File: src/rtl/spi_slave.sv
// SPI mode-0 responder: oversampled pins, one-byte TX holding register,
// RX FIFO, W1C status flags and a registered interrupt.
`timescale 1ns/1ps
module spi_slave #(
  parameter int         SYNC_STAGES   = 2,
  parameter int         RX_DEPTH_LOG2 = 2,
  parameter logic [7:0] FILL_BYTE     = 8'hFF
) (
  input  logic        clk,
  input  logic        reset,
  input  logic [3:0]  we,
  input  logic        rd,
  input  logic        select,
  input  logic [1:0]  addr,
  input  logic [31:0] wdata,
  output logic [31:0] rdata,
  output logic        irq,
  input  logic        spi_clk,
  input  logic        spi_mosi,
  input  logic        spi_ss_n,
  output logic        spi_miso,
  output logic        spi_miso_oe
);

  localparam int DEPTH = 1 << RX_DEPTH_LOG2;
  localparam int CW    = RX_DEPTH_LOG2 + 1;

  logic [SYNC_STAGES-1:0] sclk_sync;
  logic [SYNC_STAGES-1:0] mosi_sync;
  logic [SYNC_STAGES-1:0] ssn_sync;
  logic                   sclk_d;
  logic                   ssn_d;

  logic [7:0] shift_in;
  logic [7:0] shift_out;
  logic [2:0] bitcnt;
  logic       byte_done;
  logic [7:0] tx_hold;
  logic       tx_valid;
  logic       overrun;
  logic       underrun;
  logic       abort;
  logic [2:0] ctrl;

  logic [7:0]               mem [DEPTH];
  logic [RX_DEPTH_LOG2-1:0] wptr;
  logic [RX_DEPTH_LOG2-1:0] rptr;
  logic [CW-1:0]            count;

  logic sclk_s;
  logic mosi_s;
  logic ssn_s;
  logic ss_active;
  logic ss_fall;
  logic ss_rise;
  logic rise_ev;
  logic fall_ev;
  logic reload;
  logic [7:0] load_byte;
  logic push;
  logic full;
  logic empty;
  logic pop;
  logic do_push;
  logic overrun_set;
  logic underrun_set;
  logic abort_set;
  logic wr;
  logic wr_data;
  logic wr_stat;
  logic wr_ctrl;
  logic flush;
  logic [2:0] clr;
  logic [7:0] head;

  assign sclk_s    = sclk_sync[SYNC_STAGES-1];
  assign mosi_s    = mosi_sync[SYNC_STAGES-1];
  assign ssn_s     = ssn_sync[SYNC_STAGES-1];
  assign ss_active = ~ssn_s;
  assign ss_fall   = ssn_d & ~ssn_s;
  assign ss_rise   = ~ssn_d & ssn_s;
  assign rise_ev   = ss_active & ~ss_fall & sclk_s & ~sclk_d;
  assign fall_ev   = ss_active & ~ss_fall & ~sclk_s & sclk_d;

  assign reload    = ss_fall | (fall_ev & byte_done);
  assign load_byte = tx_valid ? tx_hold : FILL_BYTE;

  assign full        = (count == CW'(DEPTH));
  assign empty       = (count == '0);
  assign head        = empty ? 8'h00 : mem[rptr];
  assign pop         = select & rd & (addr == 2'd0) & ~empty;
  assign push        = rise_ev & (bitcnt == 3'd7);
  assign do_push     = push & (~full | pop);
  assign overrun_set = push & full & ~pop;

  assign underrun_set = reload & ~tx_valid;
  assign abort_set    = ss_rise & (bitcnt != 3'd0);

  assign wr      = select & (|we);
  assign wr_data = wr & (addr == 2'd0) & we[0];
  assign wr_stat = wr & (addr == 2'd1) & we[0];
  assign wr_ctrl = wr & (addr == 2'd2);
  assign flush   = wr_ctrl & we[1] & wdata[8];
  assign clr     = wr_stat ? wdata[5:3] : 3'b000;

  assign spi_miso    = ss_active & shift_out[7];
  assign spi_miso_oe = ss_active;

  // Bring the asynchronous SPI pins into the clk domain
  always_ff @(posedge clk) begin
    if (reset) begin
      sclk_sync <= '0;
      mosi_sync <= '0;
      ssn_sync  <= '1;
      sclk_d    <= 1'b0;
      ssn_d     <= 1'b1;
    end else begin
      sclk_sync <= {sclk_sync[SYNC_STAGES-2:0], spi_clk};
      mosi_sync <= {mosi_sync[SYNC_STAGES-2:0], spi_mosi};
      ssn_sync  <= {ssn_sync[SYNC_STAGES-2:0], spi_ss_n};
      sclk_d    <= sclk_s;
      ssn_d     <= ssn_s;
    end
  end

  // Bit engine: sample MOSI on rise, advance MISO on fall
  always_ff @(posedge clk) begin
    if (reset) begin
      shift_in  <= '0;
      shift_out <= '0;
      bitcnt    <= '0;
      byte_done <= 1'b0;
    end else if (ss_fall) begin
      bitcnt    <= '0;
      byte_done <= 1'b0;
      shift_out <= load_byte;
    end else if (ss_rise) begin
      bitcnt    <= '0;
      byte_done <= 1'b0;
    end else if (rise_ev) begin
      shift_in <= {shift_in[6:0], mosi_s};
      bitcnt   <= bitcnt + 3'd1;
      if (bitcnt == 3'd7) byte_done <= 1'b1;
    end else if (fall_ev) begin
      if (byte_done) begin
        shift_out <= load_byte;
        byte_done <= 1'b0;
      end else begin
        shift_out <= {shift_out[6:0], 1'b0};
      end
    end
  end

  // TX holding register; a CPU write beats a same-cycle reload
  always_ff @(posedge clk) begin
    if (reset) begin
      tx_hold  <= '0;
      tx_valid <= 1'b0;
    end else if (wr_data) begin
      tx_hold  <= wdata[7:0];
      tx_valid <= 1'b1;
    end else if (reload) begin
      tx_valid <= 1'b0;
    end
  end

  // RX FIFO storage
  always_ff @(posedge clk) begin
    if (do_push) mem[wptr] <= {shift_in[6:0], mosi_s};
  end

  // RX FIFO pointers and occupancy
  always_ff @(posedge clk) begin
    if (reset || flush) begin
      wptr  <= '0;
      rptr  <= '0;
      count <= '0;
    end else begin
      if (do_push) wptr <= wptr + 1'b1;
      if (pop)     rptr <= rptr + 1'b1;
      case ({do_push, pop})
        2'b10:   count <= count + 1'b1;
        2'b01:   count <= count - 1'b1;
        default: count <= count;
      endcase
    end
  end

  // Sticky error flags; a set wins over a same-cycle clear
  always_ff @(posedge clk) begin
    if (reset) begin
      overrun  <= 1'b0;
      underrun <= 1'b0;
      abort    <= 1'b0;
    end else begin
      overrun  <= (overrun  & ~clr[0]) | overrun_set;
      underrun <= (underrun & ~clr[1]) | underrun_set;
      abort    <= (abort    & ~clr[2]) | abort_set;
    end
  end

  // Interrupt enables
  always_ff @(posedge clk) begin
    if (reset) ctrl <= '0;
    else if (wr_ctrl && we[0]) ctrl <= wdata[2:0];
  end

  // Registered interrupt level
  always_ff @(posedge clk) begin
    if (reset) irq <= 1'b0;
    else irq <= (ctrl[0] & ~empty) | (ctrl[1] & ~tx_valid) |
                (ctrl[2] & (overrun | underrun | abort));
  end

  // Register read mux
  always_comb begin
    rdata = '0;
    unique case (1'b1)
      addr == 2'd0: rdata[7:0] = head;
      addr == 2'd1: begin
        rdata[0]       = ~empty;
        rdata[1]       = full;
        rdata[2]       = ~tx_valid;
        rdata[3]       = overrun;
        rdata[4]       = underrun;
        rdata[5]       = abort;
        rdata[6]       = ss_active;
        rdata[8 +: CW] = count;
      end
      addr == 2'd2: rdata[2:0] = ctrl;
      default: rdata = '0;
    endcase
  end

endmodule

File: config.mk
export PLATFORM = sky130hd
export DESIGN_NAME = spi_slave
export DESIGN_NICKNAME = d
export VERILOG_FILES = /design/src/rtl/spi_slave.sv
export SDC_FILE = /design/constraint.sdc
export NUM_CORES = 1
export LEC_CHECK = 0
export BUFFER_PORTS_ARGS = -buffer_cell sky130_fd_sc_hd__buf_4
export CORE_MARGIN = 4
export CORE_UTILIZATION = 49
export DETAILED_ROUTE_END_ITERATION = 12
export HOLD_SLACK_MARGIN = 0.06
export PLACE_DENSITY = 0.76
export SKIP_LAST_GASP = 1
export SYNTH_ARGS = -nofsm -noshare
export SYNTH_HDL_FRONTEND = slang
export SYNTH_SLANG_ARGS = --single-unit
File: constraint.sdc
create_clock -name clk -period 2.2 [get_ports clk]
set_input_delay 0.33 -clock clk [delete_from_list [all_inputs] [get_ports clk]]
set_output_delay 0.33 -clock clk [all_outputs]
set_load 0.1 [all_outputs]
==> impl_results.md <==
- Ordered cell list for the critical path: or4b_4 > nor2_4 > nor2_2 > fa_2 > or4_4 > a31oi_1
- CP Launch Type: register
- Area used by sequential logic in the layout: 2006 um^2
- TritonCTS Buffers: 9
- Aggregate global routing overflow: 0
- Area grow syn2layout: 20.43%
- Share of final-layout standard cells stronger than drive strength 1: 26.09%
- Met3 routing resource usage after global routing: 4.262%
- Detailed placer's ending HPWL: 5.514 mm
- Run status: complete, no violations
- Hold slack: 0.1706 ns
- Crit-path max FO: 2
- Number of synthesis warnings: 0
- Crit path max-delay cell type: sky130_fd_sc_hd__or4b_4
- Power, Total: 3.092 mW
- Largest net degree at the start of global routing: 43
- Via count of the first global-routing pass: 2543
- Core ar.: 7331 um^2
- Drt total wl: 7.753 mm
- Number of fill cells in the layout: 588
- Unrepaired setup endpoints after global routing: true
- Die height: 95.32 um
- Area post-placement: 4192 um^2
- CTS H-tree depth: 3
- Required @ worst endpoint: 2.47 ns
- EDFF count, synth: 32
- Clock network latency to the later pin of the worst-skew pair: 0.34 ns
- Via count of the routed design: 2695
- Highest clock frequency the design can meet: 0.4660 GHz
- Final weighted congestion in routability-driven placement: 0.8012
- Async set-or-reset flop fraction in the synthesized netlist: 0%
- Number of placement rows: 31
- Number of search-and-repair iterations in the first detailed-routing pass: 4
- Critical path's largest stage delay: 0.57 ns
- Post-Place Worst Slack: 0.04637 ns
- Starting density of the core: 50.96%
- Hold-fix buffer count after cts: 0
- Antenna diode count: 0
- Worst rel slew slack: 58.85%
- Yosys cell types: 48
- Number of antenna violations at the first check in global routing: 0
- Multi-input combinational cell area: 1590 um^2
- Worst path top cell family by delay: simple AND/OR/NAND/NOR gates
- TritonCTS clock tree: yes
- Most used routing layer: met2
- GRT Util Overall: 17.93%
- Met2 Resource Use GR: 29.74%
- Hold/Removal Path Class: in2reg
- Number of buffers and inverters on the critical path: 0
- Ratio of final minimum period to clock period: 97.54%
- Fin worst setup slack: 0.05407 ns
- Worst Tran Pin Value: 0.6159 ns
- Post-detailed-route DRC marker count: 0
- Final-report hold violation count: 0
- Sinks on Clock Net: 84
- Mapped Area: 3736 um^2
- Cell leakage power: 1.624 nW
- Sequential area share after synthesis: 53.58%
- Count of buffers inserted at the top-level ports: 33
- Wire length of the first global-routing pass: 12.43 mm
- Min Tclk post-route: 2.146 ns
- Largest clock skew in the final design: 0.004644 ns
- Clk Tree Root Cell: sky130_fd_sc_hd__clkbuf_8
- Max Root-Sink Buffers: 2
- Top-level port count: 80
- Worst setup path category: reg2reg
- Post-DRT Antenna Nets: 0
- Total Nets Final: 462
- Detailed Route Iter0 Violations: 119
- Maximum VDD drop: 0.0003434 V
- Aggregate negative setup slack: 0 ns
- Max-cap viol count: 0
- Power density over cell area: 687.2 nW/um^2
- Die Footprint: 9086 um^2
- Pins Over Slew Limit: 0
- Signal arrival time at the worst endpoint: 2.42 ns
- Met1 Usage GRT: 22.52%
- FF+latch count, synth: 84
- Clock Pin Slew Worst Setup and Hold Paths: 0.08 ns
- Mean routed wirelength per cell: 15.11 um
- Total instance count after detailed placement: 495
- Crit path capture type: register
- Final instance count without filler cells: 513
- Mean instance size in the synthesized netlist: 10.35 um^2
- Final setup violation count: 0
- Width of the chip: 95.32 um
- Via-to-Cell Ratio: 5.253
- Finished layout cell area: 4499 um^2
- Final Util: 61.38%
- Top_reg_cell synth: sky130_fd_sc_hd__dfxtp_1
- Post-synthesis instance total: 361
-- synth_stat cells, types with 2 or more instances --
cell type / instances / share of area [%]
sky130_fd_sc_hd__and3_1: 2 / 0.33
sky130_fd_sc_hd__nand2_1: 55 / 5.5
sky130_fd_sc_hd__inv_1: 15 / 1.5
sky130_fd_sc_hd__nor2b_1: 10 / 1.7
sky130_fd_sc_hd__xor2_1: 2 / 0.47
sky130_fd_sc_hd__mux2i_1: 6 / 1.6
sky130_fd_sc_hd__clkbuf_1: 17 / 1.7
sky130_fd_sc_hd__a21oi_1: 30 / 4.0
sky130_fd_sc_hd__nor3_1: 9 / 1.2
sky130_fd_sc_hd__nor4_1: 2 / 0.33
sky130_fd_sc_hd__nand2b_1: 2 / 0.33
sky130_fd_sc_hd__nor2_1: 24 / 2.4
sky130_fd_sc_hd__buf_4: 21 / 4.2
sky130_fd_sc_hd__nand3_1: 4 / 0.54
sky130_fd_sc_hd__or2_2: 3 / 0.50
sky130_fd_sc_hd__or3_1: 4 / 0.67
sky130_fd_sc_hd__nand4_1: 4 / 0.67
sky130_fd_sc_hd__dfxtp_1: 52 / 28
sky130_fd_sc_hd__o21ai_0: 7 / 0.94
sky130_fd_sc_hd__mux4_2: 8 / 4.8
sky130_fd_sc_hd__a311o_1: 7 / 1.9
sky130_fd_sc_hd__edfxtp_1: 32 / 26
sky130_fd_sc_hd__a22oi_1: 7 / 1.4
sky130_fd_sc_hd__buf_2: 2 / 0.27
sky130_fd_sc_hd__and2_1: 7 / 1.2
sky130_fd_sc_hd__ha_1: 7 / 2.3
-- cell families (layout without fill, tap and decap cells) --
group	count (synthesis)	after routing	share of synthesized area, %
buffers and inverters	56	89	8.004
AO/OA/AOI/OAI	62	62	11.09
flip-flops	84	84	53.58
other	1	21	0.1004
AND/OR/NAND/NOR	133	133	17.21
adder cells (fa/ha/maj)	8	8	2.880
XOR/XNOR	3	3	0.7034
multiplexers	14	14	6.430
-- layout by cell type (no fill, tap or decap), drive strengths merged, types with 6 or more instances in the layout --
master	count
edfxtp	32
nand2	55
mux4	8
nor2	24
nor3	9
inv	15
nor2b	10
clkbuf	9
o21ai	8
dfxtp	52
a311o	7
a22oi	7
conb	21
mux2i	6
buf	58
and2	7
ha	7
a21oi	30
-- power breakdown --
group          leakage, nW  switching, mW  internal, mW
Sequential           0.718        0.00797          1.61
Clock                0.101          0.534         0.633
Combinational        0.806          0.247        0.0560
Total                 1.62          0.789          2.30
-- state kept, by name, indices dropped and copies added, names as in the netlist, named ones only --
| name | count |
|---|---|
| bitcnt | 3 |
| wptr | 2 |
| mem | 32 |
| irq | 1 |
| shift_out | 8 |
| abort | 1 |
| overrun | 1 |
| mosi_sync | 2 |
| sclk_sync | 2 |
| byte_done | 1 |
| tx_hold | 8 |
| ctrl | 3 |
| tx_valid | 1 |
| ssn_d | 1 |
| shift_in | 7 |
| ssn_sync | 2 |
| rptr | 2 |
| sclk_d | 1 |
| count | 3 |
| underrun | 1 |
-- metal layers --
metal | vias to the layer above | routed length (um) | part of all wire (%)
met5 | - | 0 | 0
met4 | 0 | 191 | 2.5
met3 | 14 | 428 | 5.5
met2 | 73 | 3891 | 50
met1 | 1288 | 3243 | 42
li1 | 1320 | - | -
-- layout make-up --
| cell class | count | area share (%) |
|---|---|---|
| clock buffers | 9 | 2.753 |
| clock inverters | 7 | 2.030 |
| inverters | 15 | 1.251 |
| multi-input cells | 241 | 35.34 |
| flip-flops and latches | 84 | 44.58 |
| well taps | 99 | 2.753 |
| repair buffers | 58 | 11.29 |
-- path summary, 6_finish.rpt --
kind	start	endpoint	slack, ns	cells past startpoint
setup / recovery	ssn_d	count[2]	0.05	6
hold / removal	spi_ss_n	ssn_sync[0]	0.17	2
setup reg to reg	ssn_d	count[2]	0.05	6
hold reg to reg	ssn_sync[0]	ssn_sync[1]	0.41	1
-- timing repair --
action                     in CTS  in global routing
pin swaps                       0                  7
setup buffers                   0                  2
setup endpoints to repair       6                  9
resized for setup               7                 15
Power figures use the tool's default switching activity.
